==> src/rtl/baud_pkg.sv <==
// baud_pkg -- shared constants and elaboration-time helpers for the baud
// tick generator.
//   MIN_DIV       smallest integer divisor the counter supports
//   phase_w()     width of the oversample phase index
//   calc_def_int  reset-time integer divisor (truncated or rounded)
//   calc_def_frac reset-time fractional divisor (rounded remainder)
package baud_pkg;

  localparam int unsigned MIN_DIV = 32'd2;

  function automatic int unsigned phase_w(input int unsigned os);
    int unsigned w;
    if (os < 32'd2) begin
      w = 32'd1;
    end else begin
      w = $clog2(os);
    end
    return w;
  endfunction

  // Clocks per os_tick. Truncated when a fractional part carries the
  // remainder, rounded to nearest when it does not.
  function automatic longint unsigned calc_def_int(
    input longint unsigned clk_hz,
    input longint unsigned baud,
    input longint unsigned os,
    input bit              round_nearest
  );
    longint unsigned den;
    longint unsigned q;
    den = baud * os;
    if (den == 64'd0) begin
      den = 64'd1;
    end
    if (round_nearest) begin
      q = (clk_hz + den / 64'd2) / den;
    end else begin
      q = clk_hz / den;
    end
    if (q < 64'(MIN_DIV)) begin
      q = 64'(MIN_DIV);
    end
    return q;
  endfunction

  // Remainder of the truncated divisor in units of 1/2^frac_w, rounded and
  // saturated so it always fits the fractional register.
  function automatic longint unsigned calc_def_frac(
    input longint unsigned clk_hz,
    input longint unsigned baud,
    input longint unsigned os,
    input int unsigned     frac_w
  );
    longint unsigned den;
    longint unsigned rem;
    longint unsigned scale;
    longint unsigned f;
    den = baud * os;
    if (den == 64'd0) begin
      den = 64'd1;
    end
    rem   = clk_hz % den;
    scale = 64'd1 << frac_w;
    f     = (rem * scale + den / 64'd2) / den;
    if (f > scale - 64'd1) begin
      f = scale - 64'd1;
    end
    return f;
  endfunction

endpackage

==> src/rtl/baud_frac_accum.sv <==
// baud_frac_accum -- FRAC_W-bit phase accumulator for the fractional divisor.
// Defined only when BAUD_FRAC_EN is set; the integer-only build needs no
// accumulator at all.
//   clk, rst_n  clock, asynchronous active-low reset
//   step        add addend into the accumulator (one os_tick reload)
//   clear       zero the accumulator (phase restart), wins over step
//   addend      fractional divisor used for this step
//   carry       carry-out of acc + addend, i.e. the extra clock this period
`ifdef BAUD_FRAC_EN
module baud_frac_accum
  import baud_pkg::*;
#(
  parameter int unsigned FRAC_W = 4
) (
  input  logic              clk,
  input  logic              rst_n,
  input  logic              step,
  input  logic              clear,
  input  logic [FRAC_W-1:0] addend,
  output logic              carry
);

  logic [FRAC_W:0]   sum_s;
  logic [FRAC_W-1:0] acc_r;

  assign sum_s = {1'b0, acc_r} + {1'b0, addend};
  assign carry = sum_s[FRAC_W];

  // Accumulator register
  always_ff @(posedge clk or negedge rst_n) begin
    if (!rst_n) begin
      acc_r <= {FRAC_W{1'b0}};
    end else if (clear) begin
      acc_r <= {FRAC_W{1'b0}};
    end else if (step) begin
      acc_r <= sum_s[FRAC_W-1:0];
    end else begin
      acc_r <= acc_r;
    end
  end

endmodule
`endif

==> src/rtl/baud_tick_gen.sv <==
// baud_tick_gen -- programmable UART baud tick generator.
// Produces a one-cycle oversample strobe every act_int(+frac) clocks and a
// bit strobe on every OVERSAMPLE-th oversample strobe. A new divisor is held
// pending and only swapped in at a period reload (or restart), so a running
// period is never cut short.
// Optional feature macro: BAUD_FRAC_EN (fractional divisor + accumulator).
// Ports:
//   clk, rst_n          clock, asynchronous active-low reset
//   en                  count enable (low freezes counters and phase)
//   restart             synchronous phase restart, beats a due tick
//   div_int/div_frac    requested divisor, captured by div_load
//   div_load            capture strobe; div_busy flags a pending value
//   os_tick, bit_tick   registered one-cycle strobes
//   os_phase            index of the last os_tick within the bit
//   act_int/act_frac    divisor currently in effect
module baud_tick_gen
  import baud_pkg::*;
#(
  parameter int unsigned CLK_HZ       = 50_000_000,
  parameter int unsigned DEFAULT_BAUD = 9600,
  parameter int unsigned OVERSAMPLE   = 16,
  parameter int unsigned DIV_W        = 16,
  parameter int unsigned FRAC_W       = 4
) (
  input  logic                              clk,
  input  logic                              rst_n,
  input  logic                              en,
  input  logic                              restart,
  input  logic [DIV_W-1:0]                  div_int,
  input  logic [FRAC_W-1:0]                 div_frac,
  input  logic                              div_load,
  output logic                              div_busy,
  output logic                              os_tick,
  output logic                              bit_tick,
  output logic [phase_w(OVERSAMPLE)-1:0]    os_phase,
  output logic [DIV_W-1:0]                  act_int,
  output logic [FRAC_W-1:0]                 act_frac
);

`ifdef BAUD_FRAC_EN
  localparam bit FRAC_ON = 1'b1;
`else
  localparam bit FRAC_ON = 1'b0;
`endif

  localparam int unsigned        PH_W      = phase_w(OVERSAMPLE);
  localparam logic [PH_W-1:0]    PH_LAST   = PH_W'(OVERSAMPLE - 32'd1);
  localparam logic [PH_W-1:0]    PH_ONE    = PH_W'(1'b1);
  localparam logic [DIV_W-1:0]   ONE_DIV   = DIV_W'(1'b1);
  localparam logic [DIV_W-1:0]   MIN_DIV_V = DIV_W'(MIN_DIV);
  localparam logic [DIV_W-1:0]   DEF_INT   = DIV_W'(calc_def_int(64'(CLK_HZ),
      64'(DEFAULT_BAUD), 64'(OVERSAMPLE), !FRAC_ON));

  logic [DIV_W-1:0] cnt_r, cnt_nxt_s;
  logic [DIV_W-1:0] act_int_r, act_int_nxt_s;
  logic [DIV_W-1:0] pend_int_r, pend_int_nxt_s;
  logic             busy_r, busy_nxt_s;
  logic [PH_W-1:0]  phase_r, phase_nxt_s;
  logic             os_tick_r, os_tick_nxt_s;
  logic             bit_tick_r, bit_tick_nxt_s;

  logic [DIV_W-1:0] eff_int_s;
  logic [DIV_W-1:0] load_int_s;
  logic [DIV_W-1:0] reload_s;
  logic             tick_due_s;
  logic             apply_s;
  logic             carry_s;

  // The divisor that a reload at this cycle would use: pending wins if busy.
  assign eff_int_s  = busy_r ? pend_int_r : act_int_r;
  assign load_int_s = (div_int < MIN_DIV_V) ? MIN_DIV_V : div_int;
  assign tick_due_s = en & ~restart & (cnt_r == {DIV_W{1'b0}});
  assign apply_s    = busy_r & (restart | tick_due_s);
  // Modular arithmetic keeps int+carry-1 correct even when int is all ones.
  assign reload_s   = eff_int_s + DIV_W'(carry_s) - ONE_DIV;

`ifdef BAUD_FRAC_EN
  localparam logic [FRAC_W-1:0] DEF_FRAC = FRAC_W'(calc_def_frac(64'(CLK_HZ),
      64'(DEFAULT_BAUD), 64'(OVERSAMPLE), FRAC_W));

  logic [FRAC_W-1:0] act_frac_r;
  logic [FRAC_W-1:0] pend_frac_r;
  logic [FRAC_W-1:0] eff_frac_s;

  assign eff_frac_s = busy_r ? pend_frac_r : act_frac_r;
  assign act_frac   = act_frac_r;

  baud_frac_accum #(
    .FRAC_W (FRAC_W)
  ) u_accum (
    .clk    (clk),
    .rst_n  (rst_n),
    .step   (tick_due_s),
    .clear  (restart),
    .addend (eff_frac_s),
    .carry  (carry_s)
  );

  // Fractional divisor registers: promote pending on apply, capture on load
  always_ff @(posedge clk or negedge rst_n) begin
    if (!rst_n) begin
      act_frac_r  <= DEF_FRAC;
      pend_frac_r <= {FRAC_W{1'b0}};
    end else begin
      if (apply_s) begin
        act_frac_r <= pend_frac_r;
      end else begin
        act_frac_r <= act_frac_r;
      end
      if (div_load) begin
        pend_frac_r <= div_frac;
      end else begin
        pend_frac_r <= pend_frac_r;
      end
    end
  end
`else
  logic unused_frac_s;

  assign unused_frac_s = ^div_frac;
  assign carry_s       = 1'b0;
  assign act_frac      = {FRAC_W{1'b0}};
`endif

  // Next-state logic for counter, phase, strobes and integer divisor
  always_comb begin
    cnt_nxt_s      = cnt_r;
    phase_nxt_s    = phase_r;
    os_tick_nxt_s  = 1'b0;
    bit_tick_nxt_s = 1'b0;
    act_int_nxt_s  = act_int_r;
    pend_int_nxt_s = pend_int_r;
    busy_nxt_s     = busy_r;

    if (restart) begin
      cnt_nxt_s   = eff_int_s - ONE_DIV;
      phase_nxt_s = {PH_W{1'b0}};
    end else if (tick_due_s) begin
      cnt_nxt_s     = reload_s;
      os_tick_nxt_s = 1'b1;
      if (phase_r == PH_LAST) begin
        phase_nxt_s    = {PH_W{1'b0}};
        bit_tick_nxt_s = 1'b1;
      end else begin
        phase_nxt_s = phase_r + PH_ONE;
      end
    end else if (en) begin
      cnt_nxt_s = cnt_r - ONE_DIV;
    end else begin
      cnt_nxt_s = cnt_r;
    end

    // Apply first so a load in the same cycle becomes the next pending value.
    if (apply_s) begin
      act_int_nxt_s = pend_int_r;
      busy_nxt_s    = 1'b0;
    end else begin
      act_int_nxt_s = act_int_r;
    end

    if (div_load) begin
      pend_int_nxt_s = load_int_s;
      busy_nxt_s     = 1'b1;
    end else begin
      pend_int_nxt_s = pend_int_r;
    end
  end

  // State and output registers
  always_ff @(posedge clk or negedge rst_n) begin
    if (!rst_n) begin
      cnt_r      <= DEF_INT - ONE_DIV;
      act_int_r  <= DEF_INT;
      pend_int_r <= DEF_INT;
      busy_r     <= 1'b0;
      phase_r    <= {PH_W{1'b0}};
      os_tick_r  <= 1'b0;
      bit_tick_r <= 1'b0;
    end else begin
      cnt_r      <= cnt_nxt_s;
      act_int_r  <= act_int_nxt_s;
      pend_int_r <= pend_int_nxt_s;
      busy_r     <= busy_nxt_s;
      phase_r    <= phase_nxt_s;
      os_tick_r  <= os_tick_nxt_s;
      bit_tick_r <= bit_tick_nxt_s;
    end
  end

  assign div_busy = busy_r;
  assign os_tick  = os_tick_r;
  assign bit_tick = bit_tick_r;
  assign os_phase = phase_r;
  assign act_int  = act_int_r;

endmodule

==> config.mk <==
export PLATFORM = sky130hd
export DESIGN_NAME = baud_tick_gen
export DESIGN_NICKNAME = d
export VERILOG_FILES = /design/src/rtl/baud_pkg.sv /design/src/rtl/baud_frac_accum.sv /design/src/rtl/baud_tick_gen.sv
export SDC_FILE = /design/constraint.sdc
export NUM_CORES = 1
export LEC_CHECK = 0
export ABC_AREA = 1
export BUFFER_PORTS_ARGS = -buffer_cell sky130_fd_sc_hd__buf_2
export CAP_MARGIN = 15
export CORE_MARGIN = 3
export CORE_UTILIZATION = 35
export CTS_CLUSTER_DIAMETER = 50
export DETAILED_ROUTE_END_ITERATION = 16
export MAX_ROUTING_LAYER = met4
export PLACE_DENSITY = 0.63
export SLEW_MARGIN = 40
export SYNTH_ARGS = -nofsm -noshare
export SYNTH_HDL_FRONTEND = slang
export SYNTH_SLANG_ARGS = --single-unit
==> constraint.sdc <==
create_clock -name clk -period 4.8 [get_ports clk]
set_input_delay 0.72 -clock clk [delete_from_list [all_inputs] [get_ports clk]]
set_output_delay 0.72 -clock clk [all_outputs]
set_load 0.01 [all_outputs]
Yosys cells after proc, flatten, opt, wreduce, memory -nomap -nowiden
Cells that the tools add are included.
- flip-flop bits (word level): 55
- output and inout port bits: 27
- $add $sub $neg: 3
- magnitude comparators: 1
- equal/unequal tests: 1
- mux-type cells: 15
- bitwise operators: 5
- reductions and logical operators: 4
- operator list (operator ; number):
    two-way mux 16 bit ; 5
    subtractor 16 x 1 -> 16 bit (second input constant) ; 2
    zero test 16 bit ; 1
    less-than comparator 16 x 2 -> 1 bit (second input constant) ; 1
    two-way mux 4 bit ; 3
    two-way mux 1 bit ; 7
    adder 4 x 1 -> 4 bit (second input constant) ; 1
    == test 4 bit (second input constant) ; 1
    nonzero test 2 bit ; 2
    AND 1 bit ; 3
    nonzero test 3 bit ; 1
    inverter 1 bit ; 1
    OR 1 bit ; 1

Longest topological paths before layout
Gate-level depths: netlist (run 1).
- word-level depth: 7
- depth in mapped cells: 13

Worst setup path before layout (run 1)
OpenSTA, ideal clock, no wires.
- kind: flip-flop to flip-flop
- start point: register busy_r, in the netlist div_busy
- end point: register cnt_r[12]
- library setup time: 0.119 ns
- arrival time: 1.701 ns
- required time: 4.681 ns
- setup slack: 2.981 ns
- cell stages (with the launch flop): 13
- path buffers: 1
- clock period less this slack: 1.819 ns
- cells stage by stage: dfrtp_1 -> inv_2 -> buf_6 -> nand2_1 -> nand2_1 -> ha_1 -> nand3_1 -> nor2_4 -> nand2_1 -> nor2_4 -> nand3_1 -> nand3_1 -> nand2_1
- cells in the longest elaborated chain, start to end: 4
- ends and longest elaborated chain (element ; RTL line ; source):
    start: declaration ; baud_tick_gen.sv:57 ; logic busy_r, busy_nxt_s;
    start signal: assignment ; baud_tick_gen.sv:183 ; busy_r <= busy_nxt_s;
    two-way mux 16 bit (*) ; baud_tick_gen.sv:70 ; assign eff_int_s = busy_r ? pend_int_r : act_int_r;
    subtractor 16 x 1 -> 16 bit (*) ; baud_tick_gen.sv:75, baud_tick_gen.sv:136 ;
    two-way mux 16 bit ; baud_tick_gen.sv:138 ; end else if (tick_due_s) begin
    two-way mux 16 bit (*) ; baud_tick_gen.sv:135 ; if (restart) begin
    end signal: assignment ; baud_tick_gen.sv:172 ; cnt_r <= DEF_INT - ONE_DIV;
    end signal: assignment ; baud_tick_gen.sv:180 ; cnt_r <= cnt_nxt_s;
    end: declaration ; baud_tick_gen.sv:54 ; logic [DIV_W-1:0] cnt_r, cnt_nxt_s;
Every way passes the cells marked *; elsewhere a longest branch is shown, timed or not.
A chain may end at the register's enable or synchronous reset.

Worst setup path in the final report (run 1)
- start point: register busy_r, in the netlist div_busy
- end point: register cnt_r[14]
The elaborated chain is that of the path after synthesis.

==> results by group, run 1 <==
Global route
  • GR peak layer: met2
  • Global Route met2 Usage: 24.9%
  • Initial antenna violation count: 0
  • M3 GR Usage: 2.47%
  • GRT overflow: 0
  • First-pass GRT wire length: 13.8 mm
  • Vias in the first global route: 3060
  • Largest net degree at the start of global routing: 56
  • Total GRT Usage: 15.4%
  • Met1 Use GR: 19.8%

Detailed routing
  • Via/cell ratio: 4.75
  • Drc violations: 0
  • Initial DRC count: 93
  • DRT Wirelength: 7.76 mm
  • 1st-pass router iterations: 6
  • ANT nets after route: 0
  • DR WL/cell: 11.8 um
  • Vias: 3117

Worst hold path
  • Hold WC Path Type: flip-flop to flip-flop

Clock tree
  • Num CTS Buffers: 5
  • Hold_buf cts: 0
  • Clk sinks: 55
  • Htree depth: 2
  • CTS tree: yes
  • Post-CTS resize count: 0
  • Reg clk slew, reported paths: 100 ps
  • Clock Latency Late Sink: 310 ps
  • Post-CTS setup buffer count: 0
  • Root buffer cell: clkbuf_8
  • Clock buffer depth: 2

Synth
  • Adder-cell share of the synthesized area: 1.47%
  • Synth Flop Type: dfrtp_1
  • Xor and xnor area share after synthesis: 2.83%
  • Main combinational cell family by area after synthesis: simple AND/OR/NAND/NOR gates
  • Area contributors post-synth: dfrtp_1 32%, nand2_1 18%, dfstp_2 9.3%
  • Cell variety after synth: 35
  • Compound-Gate Fraction of Synth Area: 9.61%
  • Simple-gate share of the synthesized area: 35.0%
  • Post-synth top area cell: dfrtp_1
  • EDFF count, synth: 0
  • Synth Area per Inst: 6.95 um^2
  • Top cells by count, synth: 162 x nand2_1, 61 x inv_1, 47 x nor2_1
  • Synth warn: 0
  • Share of async-settable or async-resettable flops after synthesis: 100%
  • Seq cells post-synth: 55
  • Multiplexer share of the synthesized area: 0%
  • Cell count after synthesis: 489
  • Register area share after synthesis: 40.9%
  • Synth top area share: 31.7%
  • Mapped Area: 3400 um^2
  • Most frequent cell after synthesis: nand2_1

STA
  • Final Skew: 3.13 ps
  • Setup_tns: 0 ps
  • Worst slew pin tran: 697 ps
  • Fin Hold WS: 492 ps
  • Hold Violations, Final: 0
  • Fmax: 387 MHz
  • Final Critical Period: 2580 ps
  • Final Setup Violations: 0
  • Final worst slack: 2220 ps
  • RSZ-0062 raised after global routing: false
  • Final period utilization: 53.8%
  • Final Max Slew Viols: 0
  • Slew headroom: 53.5%

Floorplan
  • Die Span Y: 105 um
  • I/O pins: 52
  • Rows: 35
  • Die footprint: 10900 um^2
  • Die X: 105 um
  • Starting density of the core: 36.4%
  • Core ar.: 9330 um^2

Critical path
  • Worst Setup End Kind: flip-flop
  • WP data required: 5000 ps
  • Arrival @ worst endpoint: 2790 ps
  • CP Max Fanout: 25
  • Setup CP Type: flip-flop to flip-flop
  • Crit-path max cell delay: 650 ps
  • Startpoint Class: flip-flop
  • Most used cell, CP: nand2_1
  • Highest-delay cell along the critical path: dfrtp_1
  • CP cell instances: inv_2 > nand2_1 > nand2_1 > ha_1 > nand3_1 > nor2_4 > nand2_1 > nor2_4 > nand4_1 > nand3_1 > nand2_1
  • CP delay by family, top: simple AND/OR/NAND/NOR gates
  • Crit path buf inv count: 1

Finish
  • Post-route insts no fill: 656
  • Layout filler cell count: 959
  • Antenna diodes: 0
  • Final instance area: 3810 um^2
  • Layout cell share with drive strength beyond 1: 15.4%
  • Final #Nets: 555
  • Post-layout util: 40.8%
  • Area delta synth->final: 12.1%

Place
  • Final GP Congestion: 0.874
  • Placed Cells: 648
  • IO buf count: 43
  • Placed inst area: 3690 um^2
  • Detailed Place HPWL: 5.75 mm
  • Pre-CTS setup slack: 2200 ps

Status
  • Status: complete, no violations

Power
  • Total power: 1.24 mW
  • Pwr/cell area: 325 nW/um^2
  • Maximum VDD drop: 158 uV
  • Pleak: 1.94 nW

Job
  • Number of max-cap violations: 0
per-layer routing:
layer,up-vias,wire (um)
met5,-,0
met4,0,137
met3,17,423
met2,87,3580
met1,1404,3620
li1,1609,-
where the power goes:
group | switching, mW | total, mW | internal (mW)
clock network | 0.155 | 0.324 | 0.169
registers | 0.0540 | 0.586 | 0.532
logic | 0.215 | 0.329 | 0.114
total | 0.424 | 1.24 | 0.815
final cells by class:
class,count,area [um^2],area share [%]
sequential,55,1390,36.5
tap,129,161,4.24
inverter,64,240,6.31
multi-input combinational,356,1680,44.0
timing repair buffer,44,223,5.85
clock inverter,2,35.0,0.920
clock buffer,6,82.6,2.17
worst reg2reg max path, cell delays in order (launching register included):
cell and delay (ps):
dfrtp_1 650, inv_2 450, nand2_1 120, nand2_1 170, ha_1 190, nand3_1 170, nor2_4 170, nand2_1 140
nor2_4 160, nand4_1 100, nand3_1 100, nand2_1 60
path summary, 6_finish.rpt:
path                               start             end  slack, ps  cells past startpoint
setup / recovery                div_busy       cnt_r[14]       2220                     11
hold / removal             pend_int_r[8]   pend_int_r[8]        490                      2
setup reg to reg                div_busy       cnt_r[14]       2220                     11
hold reg to reg            pend_int_r[8]   pend_int_r[8]        490                      2
max in group asynchronous          rst_n  pend_int_r[11]       3810                      2
min in group asynchronous          rst_n        bit_tick        530                      2
logic make-up (layout without fill, tap and decap cells):
kind of cell               Yosys count  after routing
and+or+nand+nor                    277            277
buffers and inverters               81            116
AOI/OAI and AO/OA                   60             60
DFF                                 55             55
xor gates and xnor gates            11             11
adders and majority gates            4              4
other                                1              4
flip-flops by register name, indices dropped and copies added (netlist names):
name,cells
os_tick,1
bit_tick,1
div_busy,1
act_int,16
cnt_r,16
os_phase,4
pend_int_r,16
cells in the final DEF (no fill, tap or decap), types with 4 or more instances in the layout:
cell      netlist  layout
nand2_1       162     162
inv_1          61      61
nor2_1         47      47
dfrtp_1        43      43
buf_2           7      43
nand3_1        37      37
o21ai_0        35      35
dfstp_2        12      12
o21ai_1        10      10
xor2_1         10      10
nand4_1         8       8
clkbuf_8        0       6
nor2_2          4       4
nor2_4          4       4
nor4_1          4       4
a21oi_1         4       4
ha_1            4       4
conb_1          1       4
No activity file was read; power rests on OpenSTA's default activity.
==> inputs of run 2 (changes only) <==
--- a/config.mk
+++ b/config.mk
@@ -5,7 +5,7 @@
 export SDC_FILE = /design/constraint.sdc
 export NUM_CORES = 1
 export LEC_CHECK = 0
-export ABC_AREA = 1
+export ABC_AREA = 0
 export BUFFER_PORTS_ARGS = -buffer_cell sky130_fd_sc_hd__buf_2
 export CAP_MARGIN = 15
 export CORE_MARGIN = 3
==> constraint.sdc (replaced) <==
create_clock -name clk -period 2.65 [get_ports clk]
set_input_delay 0.3975 -clock clk [delete_from_list [all_inputs] [get_ports clk]]
set_output_delay 0.3975 -clock clk [all_outputs]
set_load 0.01 [all_outputs]
==> results by group, run 2 <==
Clock tree
  • Num CTS Buffers: 5
  • Htree depth: 2
  • Root buffer cell: clkbuf_8
  • Clock buffer depth: 2
  • Clock Latency Late Sink: 310 ps
  • CTS tree: yes
  • Reg clk slew, reported paths: 100 ps
  • Hold_buf cts: 0
  • Clk sinks: 55

Finish
  • Layout cell share with drive strength beyond 1: 33.2%
  • Commonest non-fill, non-tap cells in the layout: 43 x buf_2, 42 x dfrtp_1, 31 x mux2_2, 15 x mux2i_1, 15 x nor3_1
  • Final instance area: 3700 um^2
  • Area delta synth->final: 14.4%
  • Most common cell after layout, fill and taps aside: buf_2
  • Final #Nets: 383
  • Antenna diodes: 0

Synth
  • Mapped Area: 3230 um^2
  • Area contributors post-synth: dfrtp_1 33%, mux2_2 11%, dfstp_2 9.8%
  • Top cells by count, synth: 43 x dfrtp_1, 31 x mux2_2, 16 x mux2i_1
  • Cell variety after synth: 55
  • Synth Area per Inst: 10.5 um^2
  • Cell count after synthesis: 308
  • Post-synth top area cell: dfrtp_1
  • EDFF count, synth: 0
  • Register area share after synthesis: 43.1%
  • Seq cells post-synth: 55
  • Synth top area share: 33.3%
  • Most frequent cell after synthesis: dfrtp_1
  • Synth Flop Type: dfrtp_1
  • Share of async-settable or async-resettable flops after synthesis: 100%
  • Synth warn: 0

STA
  • Worst slew pin tran: 636 ps
  • Final Skew: 4.81 ps
  • Final Max Slew Viols: 0
  • Final Setup Violations: 0
  • Final Critical Period: 2440 ps
  • Hold Violations, Final: 0
  • Final period utilization: 92.0%
  • Fin Hold WS: 90.1 ps
  • Slew headroom: 57.6%
  • Fmax: 410 MHz

Global route
  • Vias in the first global route: 2493
  • First-pass GRT wire length: 12.2 mm
  • Total GRT Usage: 15.0%
  • GRT overflow: 0
  • Met1 Use GR: 21.5%
  • Largest net degree at the start of global routing: 29
  • Global Route met2 Usage: 22.3%
  • Initial antenna violation count: 0
  • M3 GR Usage: 2.59%
  • GR peak layer: met2

Detailed routing
  • 1st-pass router iterations: 7
  • Via/cell ratio: 5.48
  • Initial DRC count: 46
  • Drc violations: 0
  • Vias: 2539
  • DR WL/cell: 15.5 um
  • ANT nets after route: 0
  • DRT Wirelength: 7.18 mm

Place
  • Detailed Place HPWL: 5.39 mm
  • Final GP Congestion: 0.844
  • Placed inst area: 3590 um^2
  • IO buf count: 43

Floorplan
  • Die Span Y: 102 um
  • Starting density of the core: 36.5%
  • Die X: 102 um
  • Rows: 34
  • Core ar.: 8850 um^2
  • I/O pins: 52
  • Die footprint: 10400 um^2

Critical path
  • Setup CP Type: flip-flop to flip-flop
  • Arrival @ worst endpoint: 2610 ps
  • Reg2reg start: div_busy
  • Crit-path max cell delay: 470 ps
  • Reg2Reg Setup Slack: 210 ps
  • CP cell instances: mux2i_2 > ha_2 > or4b_4 > a222oi_1 > buf_4 > o211ai_1 > xnor2_1 > o22ai_1
  • Highest-delay cell along the critical path: or4b_4
  • Critical Path Source: div_busy
  • Worst Setup End Kind: flip-flop
  • WP data required: 2820 ps
  • Startpoint Class: flip-flop
  • CP Max Fanout: 4

Worst hold path
  • Hold WC Path Type: input port to asynchronous set/reset pin

Status
  • Status: complete, no violations

Power
  • Pwr/cell area: 590 nW/um^2
  • Maximum VDD drop: 293 uV
  • Pleak: 1.60 nW

Job
  • Number of max-cap violations: 0
-- run 2: changes by cell type after synthesis, moves of 12 or more --
| cell | previous run | this run |
|---|---|---|
| nand2_1 | 162 | 11 |
| mux2_2 | 0 | 31 |
| inv_1 | 61 | 9 |
| nand3_1 | 37 | 7 |
| nor3_1 | 3 | 15 |
| o21ai_0 | 35 | 9 |
| nor2_1 | 47 | 14 |
| mux2i_1 | 0 | 16 |
-- run 2: logic make-up after synthesis --
logic type      share of synthesized area, %
fa+ha+maj                               1.55
xor+xnor                                3.80
simple gates                            19.3
compound gates                          11.8
mux                                     15.8
flops                                   43.1
buf+inv                                 4.61
other cells                            0.116
-- run 2: worst paths after layout --
kind | endpoint | cells past startpoint
worst max register to register | cnt_r[12] | 8
worst min register to register | os_phase[3] | 1
worst max-delay path | cnt_r[12] | 8
max in group asynchronous | cnt_r[6] | 2
min in group clk | pend_int_r[0] | 3
worst min-delay path | pend_int_r[11] | 1
-- run 2: per-layer routing --
| metal | wire, um | up-vias |
|---|---|---|
| met5 | 0 | - |
| met4 | 65 | 0 |
| met3 | 362 | 6 |
| met2 | 3200 | 74 |
| met1 | 3550 | 1209 |
| li1 | - | 1250 |
-- run 2: per-stage QoR --
step | setup TNS, ps | setup slack, ps | utilization (%) | instances | power, mW
2_1_floorplan | -555 | -197 | - | 311 | 1.49
3_3_place_gp | 0 | 240 | 40.6 | 455 | 1.67
3_5_place_dp | 0 | 185 | 40.6 | 455 | 1.68
4_1_cts | 0 | 162 | 41.7 | 463 | 2.20
5_1_grt | -2.90 | -2.90 | 41.8 | 463 | 2.32
6_report | 0 | 213 | 41.8 | 463 | 2.18
-- run 2: power breakdown --
part,switching [mW],internal (mW)
sequential,0.146,0.984
combinational,0.276,0.264
clock,0.289,0.221
total,0.711,1.47
-- run 2: worst max-delay path, delay by kind of cell, from the launching register on --
kind / cells / cell delay, ps
simple gates: 1 / 470
compound gates: 3 / 560
mux: 1 / 260
flops: 1 / 430
fa+ha+maj: 1 / 230
xor+xnor: 1 / 160
buf+inv: 1 / 200
-- run 2: what timing repair did --
item	CTS	global route
setup endpoints to repair	0	2
resized for setup	0	2
setup buffers	0	0
hold endpoints to repair	0	0
-- run 2: area by class of cell --
| type | instances | area (um^2) |
|---|---|---|
| flip-flops and latches | 55 | 1390 |
| inverters | 9 | 33.8 |
| clock buffers | 6 | 82.6 |
| multi-input cells | 227 | 1710 |
| fillers | 892 | 5150 |
| clock inverters | 2 | 20.0 |
| well taps | 108 | 135 |
| repair buffers | 56 | 325 |
